**src/rtl/instr_sequencer.sv**
```systemverilog
// instr_sequencer: multi-cycle fetch/decode/execute sequencer for the 3-bit CPU.
// Define INSTR_SEQUENCER_STEP_EN to add the single-step input STEP.
module instr_sequencer #(
    parameter int PCW = 4
) (
    input  logic           CLK,
    input  logic           RST_N,
    input  logic           RUN,
`ifdef INSTR_SEQUENCER_STEP_EN
    input  logic           STEP,
`endif
    output logic [PCW-1:0] IMEM_ADDR,
    input  logic [7:0]     IMEM_DATA,
    output logic [3:0]     Opcode,
    output logic [3:0]     OPERAND,
    input  logic           ALU_ZF,
    input  logic           ALU_SF,
    input  logic           ALU_CF,
    output logic           ZF,
    output logic           SF,
    output logic           CF,
    input  logic           JMP_SEL,
    input  logic           ST_SEL,
    output logic [PCW-1:0] PC,
    output logic           EXEC,
    output logic           MEM_WE,
    output logic           HALT
);
    typedef enum logic [2:0] {
        S_IDLE, S_FETCH, S_DECODE, S_EXEC, S_STORE, S_HALTED
    } state_t;

    state_t         state_q, state_d;
    logic [PCW-1:0] pc_q, pc_d;
    logic [7:0]     ir_q, ir_d;
    logic [2:0]     flags_q, flags_d;
    logic           step_q, step_d;
    logic           step_req;
    logic [PCW-1:0] pc_inc, jmp_tgt;
    state_t         end_state;

`ifdef INSTR_SEQUENCER_STEP_EN
    assign step_req = STEP;
`else
    assign step_req = 1'b0;
`endif

    assign pc_inc  = pc_q + 1'b1;
    assign jmp_tgt = PCW'(ir_q[3:0]);
    // A single-stepped instruction always parks in IDLE, whatever RUN says.
    assign end_state = (RUN && !step_q) ? S_FETCH : S_IDLE;

    always_ff @(posedge CLK or negedge RST_N) begin
        if (!RST_N) begin
            state_q <= S_IDLE;
            pc_q    <= '0;
            ir_q    <= '0;
            flags_q <= '0;
            step_q  <= 1'b0;
        end else begin
            state_q <= state_d;
            pc_q    <= pc_d;
            ir_q    <= ir_d;
            flags_q <= flags_d;
            step_q  <= step_d;
        end
    end

    always_comb begin
        state_d = state_q;
        pc_d    = pc_q;
        ir_d    = ir_q;
        flags_d = flags_q;
        step_d  = step_q;
        case (state_q)
            S_IDLE: begin
                if (RUN || step_req) begin
                    state_d = S_FETCH;
                    step_d  = !RUN;
                end
            end
            S_FETCH:  state_d = S_DECODE;
            S_DECODE: begin
                ir_d    = IMEM_DATA;
                state_d = S_EXEC;
            end
            S_EXEC: begin
                if (ir_q[7:4] == 4'hF) begin
                    state_d = S_HALTED;
                end else begin
                    // Jump-class opcodes keep flags so the jump tests the prior result.
                    if (ir_q[7:6] != 2'b01) flags_d = {ALU_ZF, ALU_SF, ALU_CF};
                    if (ST_SEL) begin
                        state_d = S_STORE;
                    end else begin
                        pc_d    = JMP_SEL ? jmp_tgt : pc_inc;
                        state_d = end_state;
                        step_d  = 1'b0;
                    end
                end
            end
            S_STORE: begin
                pc_d    = pc_inc;
                state_d = end_state;
                step_d  = 1'b0;
            end
            S_HALTED: state_d = S_HALTED;
            default:  state_d = S_IDLE;
        endcase
    end

    assign IMEM_ADDR    = pc_q;
    assign PC           = pc_q;
    assign Opcode       = ir_q[7:4];
    assign OPERAND      = ir_q[3:0];
    assign {ZF, SF, CF} = flags_q;
    assign EXEC         = (state_q == S_EXEC);
    assign MEM_WE       = (state_q == S_STORE);
    assign HALT         = (state_q == S_HALTED);
endmodule

```
**config.mk**
```make
export PLATFORM = sky130hd
export DESIGN_NAME = instr_sequencer
export DESIGN_NICKNAME = d
export VERILOG_FILES = /design/src/rtl/instr_sequencer.sv
export SDC_FILE = /design/constraint.sdc
export NUM_CORES = 1
export LEC_CHECK = 0
export CAP_MARGIN = 10
export CORE_MARGIN = 2
export CORE_UTILIZATION = 48
export CTS_BUF_LIST = sky130_fd_sc_hd__clkbuf_4
export CTS_CLUSTER_SIZE = 10
export DETAILED_ROUTE_END_ITERATION = 10
export GPL_TIMING_DRIVEN = 0
export MAX_ROUTING_LAYER = met4
export PLACE_DENSITY = 0.95
export RECOVER_POWER = 25
export SLEW_MARGIN = 10
export SYNTH_ARGS = -nofsm -noshare
export SYNTH_HDL_FRONTEND = slang
export SYNTH_SLANG_ARGS = --single-unit
```
**constraint.sdc**
```tcl
create_clock -name CLK -period 4.7 [get_ports CLK]
set_input_delay 1.41 -clock CLK [delete_from_list [all_inputs] [get_ports CLK]]
set_output_delay 1.41 -clock CLK [all_outputs]
set_load 0.01 [all_outputs]
```
# Word level (Yosys, flattened, before mapping)
# Index checks and enable logic that the tools add are counted.
# totals
n_memories	0
ff_bits	19
ram_bits	0
elab_cells	39
romBits	0
latch_bits	0
output_inout_bits	22
# op_classes
shift	0
addsub	1
n_eq_ne	10
n_lt_le_gt_ge	0
bitwise_logic	1
n_mux	13
mul	0
reduce_logical	9
div	0
# ops
cell	n
$pmux 3 s6	1
$mux 4	3
$mux 3	3
$pmux 4 s2	1
$eq 3x2->1 const B	2
$eq 3x3->1 const B	2
$ne 2x2->1 const B	3
$reduce_and 3->1	2
$add 4x1->4 const B	1
$eq 4x4->1 const B	1
$mux 1	4
$reduce_and 4->1	1
$eq 3x1->1 const B	1
$logic_not 3->1	1
$pmux 1 s3	1
$reduce_bool 3->1	1
$logic_not 1->1	2
$ne 2x1->1 const B	1
$reduce_bool 2->1	1
$logic_and 1x1->1	1
$not 1->1	1

# Depth between registers and ports, before layout
# Gate-level depths: netlist of run 1.
# logic_depth
depth_word	6
depth_mapped	6

# Worst setup path before layout of run 1
# No wires, ideal clock.
# synth_path
path_type	register to output
start	register state_q[2]
end	output port EXEC
t_arrival_ns	0.839
required_time_ns	3.290
slack_ns	2.451
path_stages_with_launch	4
path_buffers	2
cell_sequence	dfrtp_1 > buf_6 > and3b_1 > buf_2
# synth_via
elab_chain_cells	1
# synth_lines
element	line_no	rtl
from (decl)	33	state_t state_q, state_d;
from (signal assigned)	61	state_q <= state_d;
$eq 3x2->1	117	assign EXEC = (state_q == S_EXEC);
to (decl)	25	output logic EXEC,
# No other way between the ends.

# Worst setup path in the final report of run 1
# layout_path
start	register state_q[0]
end	output port EXEC
# The elaborated chain is that of the path after synthesis.

==> results.md, run 1 <==
- Clock share of power: a little under a tenth
- Skew final: 0.00531 ns
- Syn Inst Count: between 80 and 90
- Leak pwr: 0.601 nW
- Port bufs: 37
- Layout Utilization: 72.0%
- Critical path launch point type: register
- Reg power frac: 34.1%
- Largest net degree at the start of global routing: 20
- Distinct cells, synth: 33
- FFs w/ async S/R, synth: 100%
- Clk pin slew, worst setup/hold paths: 0.12 ns
- Syn Std Cell Area: 988 µm²
- Layout area overhead: 42.9%
- Sw frac: 37.5%
- Number of hold buffers added after cts: 0
- VDD IR max: between 0.3 and 0.4 mV
- GRT Residual Overflow: 0
- Post-Place Worst Slack: 1.86 ns
- RSZ-0062 raised after global routing: no
- Most frequent cells in the layout: 24 x clkdlybuf4s50_1, 19 x dfrtp_1, 13 x dlygate4sd3_1
- Power Dens Cells: just under 700 nW/µm²
- DRT iter0 DRCs: 15
- CTS buffer count: 3
- CTS sink cnt: 19
- Switch Pwr: between 0.3 and 0.4 mW
- Slew margin rel.: between 40 and 50%
- Fin. Hold Viols: 0
- Number of gates resized after cts: 0
- Drt pass-1 iters: 4
- Gr usage total: between 20% and 30%
- Most common cell after layout, fill and taps aside: clkdlybuf4s50_1
- YS warnings: 0
- Endpoint type of the worst setup path: output port
- TritonCTS clock tree: done
- Max_cap viols: 0
- CP Data Arrival Time: 2.01 ns
- Final Wtd Congestion: around 0.82
- Core ar.: roughly 2000 µm²
- Die footprint: 2440 µm²
- Post-CTS setup buffers: 0
- Fin. max-slew vios: 0
- Final worst slack: 1.28 ns
- Multi-input logic area: 440 µm²
- Hold crit path type: register to register
- Internal power: 0.597 mW
- Fill cells: roughly 140
- Post-synth net total: 99
- Setup_tns: 0 ns
- Gate power share: 56.8%
- Number of synthesized flops with an enable pin: 0
- Clock buffer depth: 2
- Register area: between 400 and 500 µm²
- Setup violators final: 0
- Vias in the first global route: 800
- Layout cells sized above 1: 24.4%
- Die Height: between 40 and 50 µm
- First-pass GRT wire length: 3530 µm
- Crit-path max FO: 8
- DR WL/cell: 14.7 µm
- DR vias/cell: about 5.4
- Clock Latency Late Sink: 0.31 ns
- Nets: 141
- Post-route ant nets: 0
- Vias: 809
- CTS root buf: clkbuf_4
- Initial Util: 50.4%
- Worst Path Required: 3.29 ns
- #FFs+latches synth: 19
- Top_reg_cell synth: dfrtp_1
- DIE WIDTH: 49.4 µm
- Final Cycle Share: 72.8%
- Dpl hpwl: 1720 µm
- Final min period: 3.42 ns
- Initial antenna violation count: 0
- Mean Syn Cell Area: 12.1 µm²
- H-tree depth: 1
- DRC violations left: 0
- Row cnt: 16
- I/O pin total: 38
- Max Clock Freq: 0.292 GHz
- Crit Path Class: register to output port
- Post-synthesis sequential area ratio: 48.1%
- Register-to-register setup slack: ~2.9 ns
- Tightest Pin Transition: between 0.8 and 0.9 ns
- Antenna diodes: 0
- WL final: 2210 µm
- Status: completed
## cell families (layout without fill, tap and decap cells)
family,Yosys count,count (layout),synth area share [%]
mux,15,15,17.1
compound gates,15,15,10.4
xor+xnor,1,1,0.886
fa+ha+maj,1,1,1.27
simple gates,20,20,14.9
buf+inv,11,52,7.34
flops,19,19,48.1
## Yosys cell counts (2+ instances only)
| master | number | area share (%) |
|---|---|---|
| mux2_2 | 11 | 13 |
| a21oi_1 | 6 | 3.0 |
| nand2_1 | 2 | 0.76 |
| mux2i_1 | 3 | 3.0 |
| o21ai_0 | 2 | 1.0 |
| buf_6 | 2 | 2.3 |
| buf_4 | 4 | 3.0 |
| inv_1 | 4 | 1.5 |
| o21bai_1 | 2 | 1.5 |
| dfrtp_1 | 19 | 48 |
| nor2_1 | 5 | 1.9 |
## metrics by stage
| step | cells | instance area (µm²) | power (mW) | hold WS (ns) |
|---|---|---|---|---|
| CTS | 150 | 1420 | 0.971 | 0.536 |
| floorplan | 82 | 988 | 0.626 | 0.501 |
| global placement | 146 | 1390 | 0.850 | 0.488 |
| finish | 150 | 1410 | 0.955 | 0.528 |
| detailed placement | 146 | 1390 | 0.882 | 0.513 |
| global route | 150 | 1410 | 1.01 | 0.547 |
## sequential cells by signal, indices dropped and copies added, names as in the netlist
| name | flops |
|---|---|
| IMEM_ADDR | 4 |
| flags_q | 3 |
| ir_q | 8 |
| state_q | 3 |
| step_q | 1 |
## worst paths after layout
path	from	end	cells after the start
max	state_q[0]	EXEC	4
min	flags_q[2]	flags_q[2]	1
max reg2reg	state_q[0]	IMEM_ADDR[2]	5
min reg2reg	flags_q[2]	flags_q[2]	1
max in group asynchronous	RST_N	IMEM_ADDR[3]	1
min in group asynchronous	RST_N	state_q[1]	1
## layer usage
| metal | routed length, µm | up-vias | share of wire [%] | track usage [%] |
|---|---|---|---|---|
| li1 | - | 372 | - | - |
| met1 | 881 | 393 | 40 | 22.1 |
| met2 | 1110 | 38 | 50 | 32.0 |
| met3 | 161 | 6 | 7.3 | 5.21 |
| met4 | 61 | 0 | 2.8 | 14.8 |
| met5 | 0 | - | 0 | - |
## layout make-up
cell class	instances	share of cell area (%)
plain buffers	7	3.54
clock buffers	3	1.59
clock inverters	1	0.354
inverters	4	1.06
multi-input cells	52	31.2
flip-flops and latches	19	33.7
well taps	27	2.39
repair buffers	37	26.2
## worst max-delay path, cell delays in order (launching register included)
cell	delay (ns)
dfrtp_1	0.34
clkbuf_1	0.37
and3b_1	0.24
buf_2	0.19
clkdlybuf4s50_1	0.56
## power groups by stage
| stage | Clock [mW] | Sequential [mW] | Combinational [mW] |
|---|---|---|---|
| 5_1_grt | 0.0952 | 0.337 | 0.576 |
| 3_5_place_dp | 0 | 0.328 | 0.554 |
| 4_1_cts | 0.0896 | 0.325 | 0.556 |
| 2_1_floorplan | 0 | 0.343 | 0.283 |
| 6_report | 0.0867 | 0.326 | 0.542 |
| 3_3_place_gp | 0 | 0.319 | 0.530 |
No activity file was read; power rests on OpenSTA's default activity.
==> inputs of run 2 (changes only) <==
- CORE_UTILIZATION: 48 -> 40
- PLACE_DENSITY: 0.95 -> 0.87
- clock period: 4.7 -> 3.05 ns (I/O delays scaled with it)
==> run 2 against run 1 <==
Against the previous run:
- worst hold slack worse by 0.0060 ns
- global-route usage down 2.9 points
- total power up 51%
- critical path depth down 1
- sequential share of layout area up 0.12 points
- die area up 18%
- clock skew up 0.0012 ns
- sequential power up 53%
- combinational power up 50%
- register-to-register slack worse by 1.9 ns
- first-iteration DRC count down 60%
- largest cell class unchanged
==> results.md, run 2 (synthesized netlist as in run 1, its figures left out) <==
- Status: completed
- Post-route ant nets: 0 (unchanged)
- H-tree depth: 1 (unchanged)
- Crit Path Class: register to output port
- Setup_tns: 0 ns (unchanged)
- I/O pin total: 38 (unchanged)
- Fill cells: 202 (+50%)
- Clk pin slew, worst setup/hold paths: 0.10 ns (-0.02 ns)
- Initial Util: 41.0% (-9.4 points)
- Fin. max-slew vios: 0 (unchanged)
- Max Clock Freq: 0.379 GHz
- Vias: 766 (-5.3%)
- Register area: 475 µm² (unchanged)
- Nets: 141 (unchanged)
- Number of hold buffers added after cts: 0 (unchanged)
- CTS buffer count: 3 (unchanged)
- Max_cap viols: 0 (unchanged)
- Antenna diodes: 0 (unchanged)
- Fin cells: 153 (+2.0%)
- Row cnt: 18 (+2)
- DIE WIDTH: 53.7 µm (+8.8%)
- DRT iter0 DRCs: 6 (-9)
- Gr usage total: 17.4% (-2.9 points)
- CP max stage cell: clkdlybuf4s50_1
- RSZ-0062 raised after global routing: no
- Critical path launch point type: register
- Worst Path Required: 2.13 ns (-1.16 ns)
- Largest net degree at the start of global routing: 20 (unchanged)
- Final Cycle Share: roughly 87%
- GRT Residual Overflow: 0 (unchanged)
- Post-Place Worst Slack: 0.713 ns (-1.14 ns)
- Die Height: 53.7 µm (+8.8%)
- Largest Register: ir_q
- Crit-path max FO: 6 (-2)
- Port bufs: 37 (unchanged)
- Clock Latency Late Sink: 0.30 ns (about the same)
- Final worst slack: 0.411 ns (-0.868 ns)
- Layout cells sized above 1: 23.6% (-0.81 points)
- Drt pass-1 iters: 4 (unchanged)
- Fin. Hold Viols: 0 (unchanged)
- Slew margin rel.: 27.9% (-17 points)
- Initial antenna violation count: 0 (unchanged)
- Most frequent cells in the layout: 36 x clkdlybuf4s50_1, 19 x dfrtp_1, 11 x mux2_2
- Hold crit path type: register to register
- Leak pwr: 0.599 nW (-0.22%)
- Number of gates resized after cts: 0 (unchanged)
- Setup violators final: 0 (unchanged)
- Crit-path max cell delay: 0.56 ns (about the same)
- DR WL/cell: 13.8 µm (-6.5%)
- DR vias/cell: 5.01 (-7.2%)
- CTS root buf: clkbuf_4
- Placed insts: 149 (+2.1%)
- Dpl hpwl: 1610 µm (-6.6%)
- Layout Utilization: 58.4% (-14 points)
- Max FFs per register: 8 (unchanged)
- Post-CTS setup buffers: 0 (unchanged)
- Tightest Pin Transition: 1.07 ns (+0.242 ns)
- Core ar.: 2410 µm² (+23%)
- Most common cell after layout, fill and taps aside: clkdlybuf4s50_1
- Die footprint: 2880 µm² (+18%)
- First-pass GRT wire length: 3480 µm (-1.4%)
- DRC violations left: 0 (unchanged)
- Skew final: 0.00654 ns (+0.00123 ns)
- Ordered cell list for the critical path: and3b_1 > buf_2 > clkdlybuf4s50_1
- Clock buffer depth: 2 (unchanged)
- Endpoint type of the worst setup path: output port
- TritonCTS clock tree: done
- Final Wtd Congestion: 0.730 (-11%)
- Layout area overhead: 42.4%
- Vias in the first global route: 808 (+1.0%)
- CP Data Arrival Time: 1.72 ns (-0.29 ns)
- Multi-input logic area: 424 µm² (-3.7%)
- Tot Pwr: 1.44 mW (+51%)
- WL final: 2110 µm (-4.6%)
- Power Dens Cells: 1020 nW/µm² (+52%)
- VDD IR max: 0.639 mV (+67%)
- CTS sink cnt: 19 (unchanged)
- Final min period: ~2.6 ns
-- run 2: cell count changes in the layout (fill, tap and decap cells not counted) --
| cell | before | now |
|---|---|---|
| nand3_1 | 1 | 2 |
| buf_6 | 1 | 2 |
| dlygate4sd3_1 | 13 | 1 |
| nor3_1 | 1 | 2 |
| nand3_2 | 1 | 0 |
| clkdlybuf4s50_1 | 24 | 36 |
| clkbuf_1 | 1 | 0 |
| nor3_4 | 1 | 0 |
-- run 2: final cells by class --
cell class,count,share of cell area [%]
Clock buffer,3,1.60
Buffer,7,4.09
Inverter,4,1.07
Timing Repair Buffer,37,26.3
Clock inverter,1,0.356
Multi-Input combinational cell,52,30.1
Sequential cell,19,33.8
Tap cell,30,2.67
-- run 2: metal layers --
| metal | track usage, % | vias up | wire length (µm) | share of wire, % |
|---|---|---|---|---|
| li1 | - | 369 | - | - |
| met1 | 20.6 | 372 | 923 | 44 |
| met2 | 29.5 | 23 | 1090 | 51 |
| met3 | 3.61 | 2 | 88 | 4.2 |
| met4 | 5.13 | 0 | 10 | 0.47 |
| met5 | - | - | 0 | 0 |
-- run 2: report_power, final --
part | total (mW) | internal (mW) | switching, mW | leakage (nW)
clock network | 0.128 | 0.0488 | 0.0789 | 0.0177
registers | 0.499 | 0.376 | 0.124 | 0.228
logic | 0.815 | 0.502 | 0.313 | 0.354
-- run 2: critical path, delay by kind of cell (launching register included) --
family / cells / cell delay (ns)
flops: 1 / 0.52
simple gates: 1 / 0.19
buf+inv: 2 / 0.73
-- run 2: per-stage QoR --
step / hold slack [ns] / cell area [µm²]
detailed placement: 0.498 / 1400
CTS: 0.526 / 1420
finish: 0.522 / 1410
global route: 0.556 / 1410
floorplan: 0.501 / 988
global placement: 0.489 / 1400
-- run 2: final timing paths --
kind	startpoint	endpoint	slack, ns	cells after the start
max	state_q[1]	EXEC	0.41	3
min	flags_q[0]	flags_q[0]	0.52	1
max reg2reg	state_q[1]	ir_q[0]	1.04	3
min reg2reg	flags_q[0]	flags_q[0]	0.52	1
max in group asynchronous	RST_N	state_q[2]	1.37	1
min in group asynchronous	RST_N	IMEM_ADDR[2]	1.15	1
==> inputs of run 3 (changes only) <==
- ABC_AREA: default -> 1
- CORE_MARGIN: 2 -> 5
==> run 3 against run 2 <==
Against the previous run:
- core utilization fell by 0.78 points
- total power rose by 0.46%
- critical path depth did not move
- first-iteration DRC count rose to 5.8 times the previous value
- wire length rose by 6.5%
- synthesized area fell by 0.89%
- register-to-register slack improved by 0.34 ns
- worst hold slack got worse by 0.010 ns
- clock skew fell by 0.0016 ns
- combinational power rose by 1%
- global-route usage fell by 4.1 points
- worst setup slack got worse by 0.071 ns
- critical path type unchanged
==> results.md, run 3 <==
- Core ar.: 2410 µm² (unchanged)
- CTS sink cnt: 19 (unchanged)
- Port bufs: 37 (unchanged)
- Die Height: 59.5 µm (+11%)
- Most frequent cells in the layout: 31 x nand2_1, 31 x clkdlybuf4s50_1, 19 x dfrtp_1
- DRC violations left: 0 (unchanged)
- Max Clock Freq: 0.369 GHz (-2.6%)
- GRT Residual Overflow: 0 (unchanged)
- Max FFs per register: 8 (unchanged)
- Fin. Hold Viols: 0 (unchanged)
- Vias in the first global route: 867 (+7.3%)
- DR vias/cell: 4.78 (-4.5%)
- Row cnt: 18 (unchanged)
- Final instance area: 1390 µm² (-1.3%)
- Clk pin slew, worst setup/hold paths: 0.11 ns (about the same)
- Crit path buf inv count: 2 (unchanged)
- TritonCTS clock tree: done
- Hold crit path type: register to register
- Final Wtd Congestion: 0.818 (+12%)
- Status: completed
- WL final: 2250 µm (+6.5%)
- Antenna diodes: 0 (unchanged)
- Crit-path max FO: 8 (+2)
- CP Data Arrival Time: 1.80 ns (+0.08 ns)
- First-pass GRT wire length: 3510 µm (+1.0%)
- Clock buffer depth: 2 (unchanged)
- Number of synthesized flops with an enable pin: 0 (unchanged)
- Slew margin rel.: 41.8% (+14 points)
- Nets: 175 (+24%)
- Power Dens Cells: 1040 nW/µm² (+1.8%)
- Number of gates resized after cts: 0 (unchanged)
- CTS buffer count: 3 (unchanged)
- Syn Inst Count: 116 (+41%)
- Most frequent cells after synthesis: 30 x nand2_1, 19 x dfrtp_1, 15 x inv_1
- Skew final: 0.00493 ns (-0.00161 ns)
- Leak pwr: 0.673 nW (+12%)
- Fin. max-slew vios: 0 (unchanged)
- Distinct cells, synth: 20 (-39%)
- Crit Path Class: register to output port
- DRT iter0 DRCs: 35 (+29)
- CTS root buf: clkbuf_4
- Crit-path max cell delay: 0.61 ns (+0.05 ns)
- Largest net degree at the start of global routing: 20 (unchanged)
- Tightest Pin Transition: 0.870 ns (-0.204 ns)
- Layout Utilization: 57.6% (-0.78 points)
- Setup violators final: 0 (unchanged)
- Post-route ant nets: 0 (unchanged)
- H-tree depth: 1 (unchanged)
- FFs w/ async S/R, synth: 100% (unchanged)
- #FFs+latches synth: 19 (unchanged)
- Drt pass-1 iters: 4 (unchanged)
- Ordered cell list for the critical path: clkbuf_1 > nor2_1 > clkdlybuf4s50_1
- Syn Std Cell Area: 980 µm² (-0.89%)
- DR WL/cell: 12.0 µm (-13%)
- I/O pin total: 38 (unchanged)
- Endpoint type of the worst setup path: output port
- Top delay family on crit path: buffers and inverters
- Die footprint: 3540 µm² (+23%)
- Vias: 894 (+17%)
- Post-CTS setup buffers: 0 (unchanged)
- Gr usage total: 13.2% (-4.1 points)
- Initial Util: 40.7% (-0.36 points)
- Post-DP Area: 1390 µm² (-0.63%)
- Clock Latency Late Sink: 0.30 ns (about the same)
- DIE WIDTH: 59.5 µm (+11%)
- Top cell type's share of synthesized area: 48.5% (+0.43 points)
- Ranking of synthesized cells by area: dfrtp_1 49%, nand2_1 11%, inv_1 5.7%
- Max_cap viols: 0 (unchanged)
- Setup_tns: 0 ns (unchanged)
- Number of hold buffers added after cts: 0 (unchanged)
- Post-synthesis sequential area ratio: 48.5% (+0.43 points)
- Most numerous cell in the Yosys netlist: nand2_1
- Dpl hpwl: 1740 µm (+8.0%)
- Layout cells sized above 1: 8.92% (-15 points)
- Top_reg_cell synth: dfrtp_1
- Worst Path Required: 2.13 ns (about the same)
- YS warnings: 0 (unchanged)
- Critical path launch point type: register
- VDD IR max: 0.637 mV (-0.41%)
- Final min period: 2.71 ns (+0.0708 ns)
- Layout area overhead: 41.8%
- CP max stage cell: clkdlybuf4s50_1
- RSZ-0062 raised after global routing: no
- Largest Register: ir_q
- Final Cycle Share: 88.9% (+2.3 points)
- Initial antenna violation count: 0 (unchanged)
- Post-synth net total: 133 (+34%)
- Synth area leader: dfrtp_1
- Mean Syn Cell Area: 8.45 µm² (-30%)
run 3: cell types whose count changed in the layout (fill, tap and decap cells not counted), moves of 5 or more:
| cell | change |
|---|---|
| nand2_1 | +29 |
| inv_1 | +11 |
| nand3_1 | +7 |
| mux2_2 | -6 |
| clkdlybuf4s50_1 | -5 |
| dlygate4sd3_1 | +5 |
| nor2_1 | +5 |
run 3: cell type report:
type | count | area, µm²
fill | 200 | 1020
sequential | 19 | 475
multi-input combinational | 76 | 382
timing repair buffer | 37 | 370
inverter | 15 | 56.3
buffer | 6 | 37.5
tap | 30 | 37.5
clock buffer | 4 | 30.0
run 3: worst reg2reg max path, cell delays in order (launching register included):
cell and delay, ns:
dfrtp_1 0.34, clkbuf_1 0.25, nor2_1 0.10, nand2_1 0.11, clkbuf_1 0.37, mux2_2 0.39
run 3: kinds of logic (layout without fill, tap and decap cells):
| group | after synthesis | count (layout) | synth area share, % |
|---|---|---|---|
| adder cells (fa/ha/maj) | 1 | 1 | 1.28 |
| multiplexers | 5 | 5 | 5.75 |
| XOR/XNOR | 1 | 1 | 0.894 |
| AO/OA/AOI/OAI | 13 | 13 | 7.02 |
| buffers and inverters | 21 | 62 | 11.1 |
| AND/OR/NAND/NOR | 56 | 56 | 25.4 |
| flip-flops | 19 | 19 | 48.5 |
run 3: per-stage QoR:
stage                     instances  worst slack [ns]  power (mW)  hold WS, ns
after global routing            187             0.241        1.57        0.535
after CTS                       187             0.380        1.51        0.493
after global placement          183             0.751        1.34        0.450
after floorplan                 116              1.33       0.975        0.436
after detailed placement        183             0.728        1.36        0.465
final                           187             0.340        1.45        0.511
run 3: final timing paths:
check,endpoint,start,depth (start not counted),slack (ns)
worst max register to register,ir_q[1],state_q[2],5,1.38
worst min-delay path,step_q,step_q,2,0.51
worst max-delay path,EXEC,state_q[2],3,0.34
min in group asynchronous,ir_q[4],RST_N,1,1.10
worst min register to register,step_q,step_q,2,0.51
max in group asynchronous,IMEM_ADDR[0],RST_N,1,1.42
run 3: report_power, final:
group / switching (mW) / internal (mW)
combinational: 0.387 / 0.439
clock: 0.0780 / 0.0598
sequential: 0.110 / 0.375
total: 0.575 / 0.874
run 3: metal layers:
layer | vias to the layer above | track usage [%] | part of all wire, %
met5 | - | - | 0
met3 | 4 | 3.49 | 9.0
met1 | 405 | 15.1 | 42
li1 | 451 | - | -
met4 | 0 | 4.43 | 0.85
met2 | 34 | 22.3 | 49
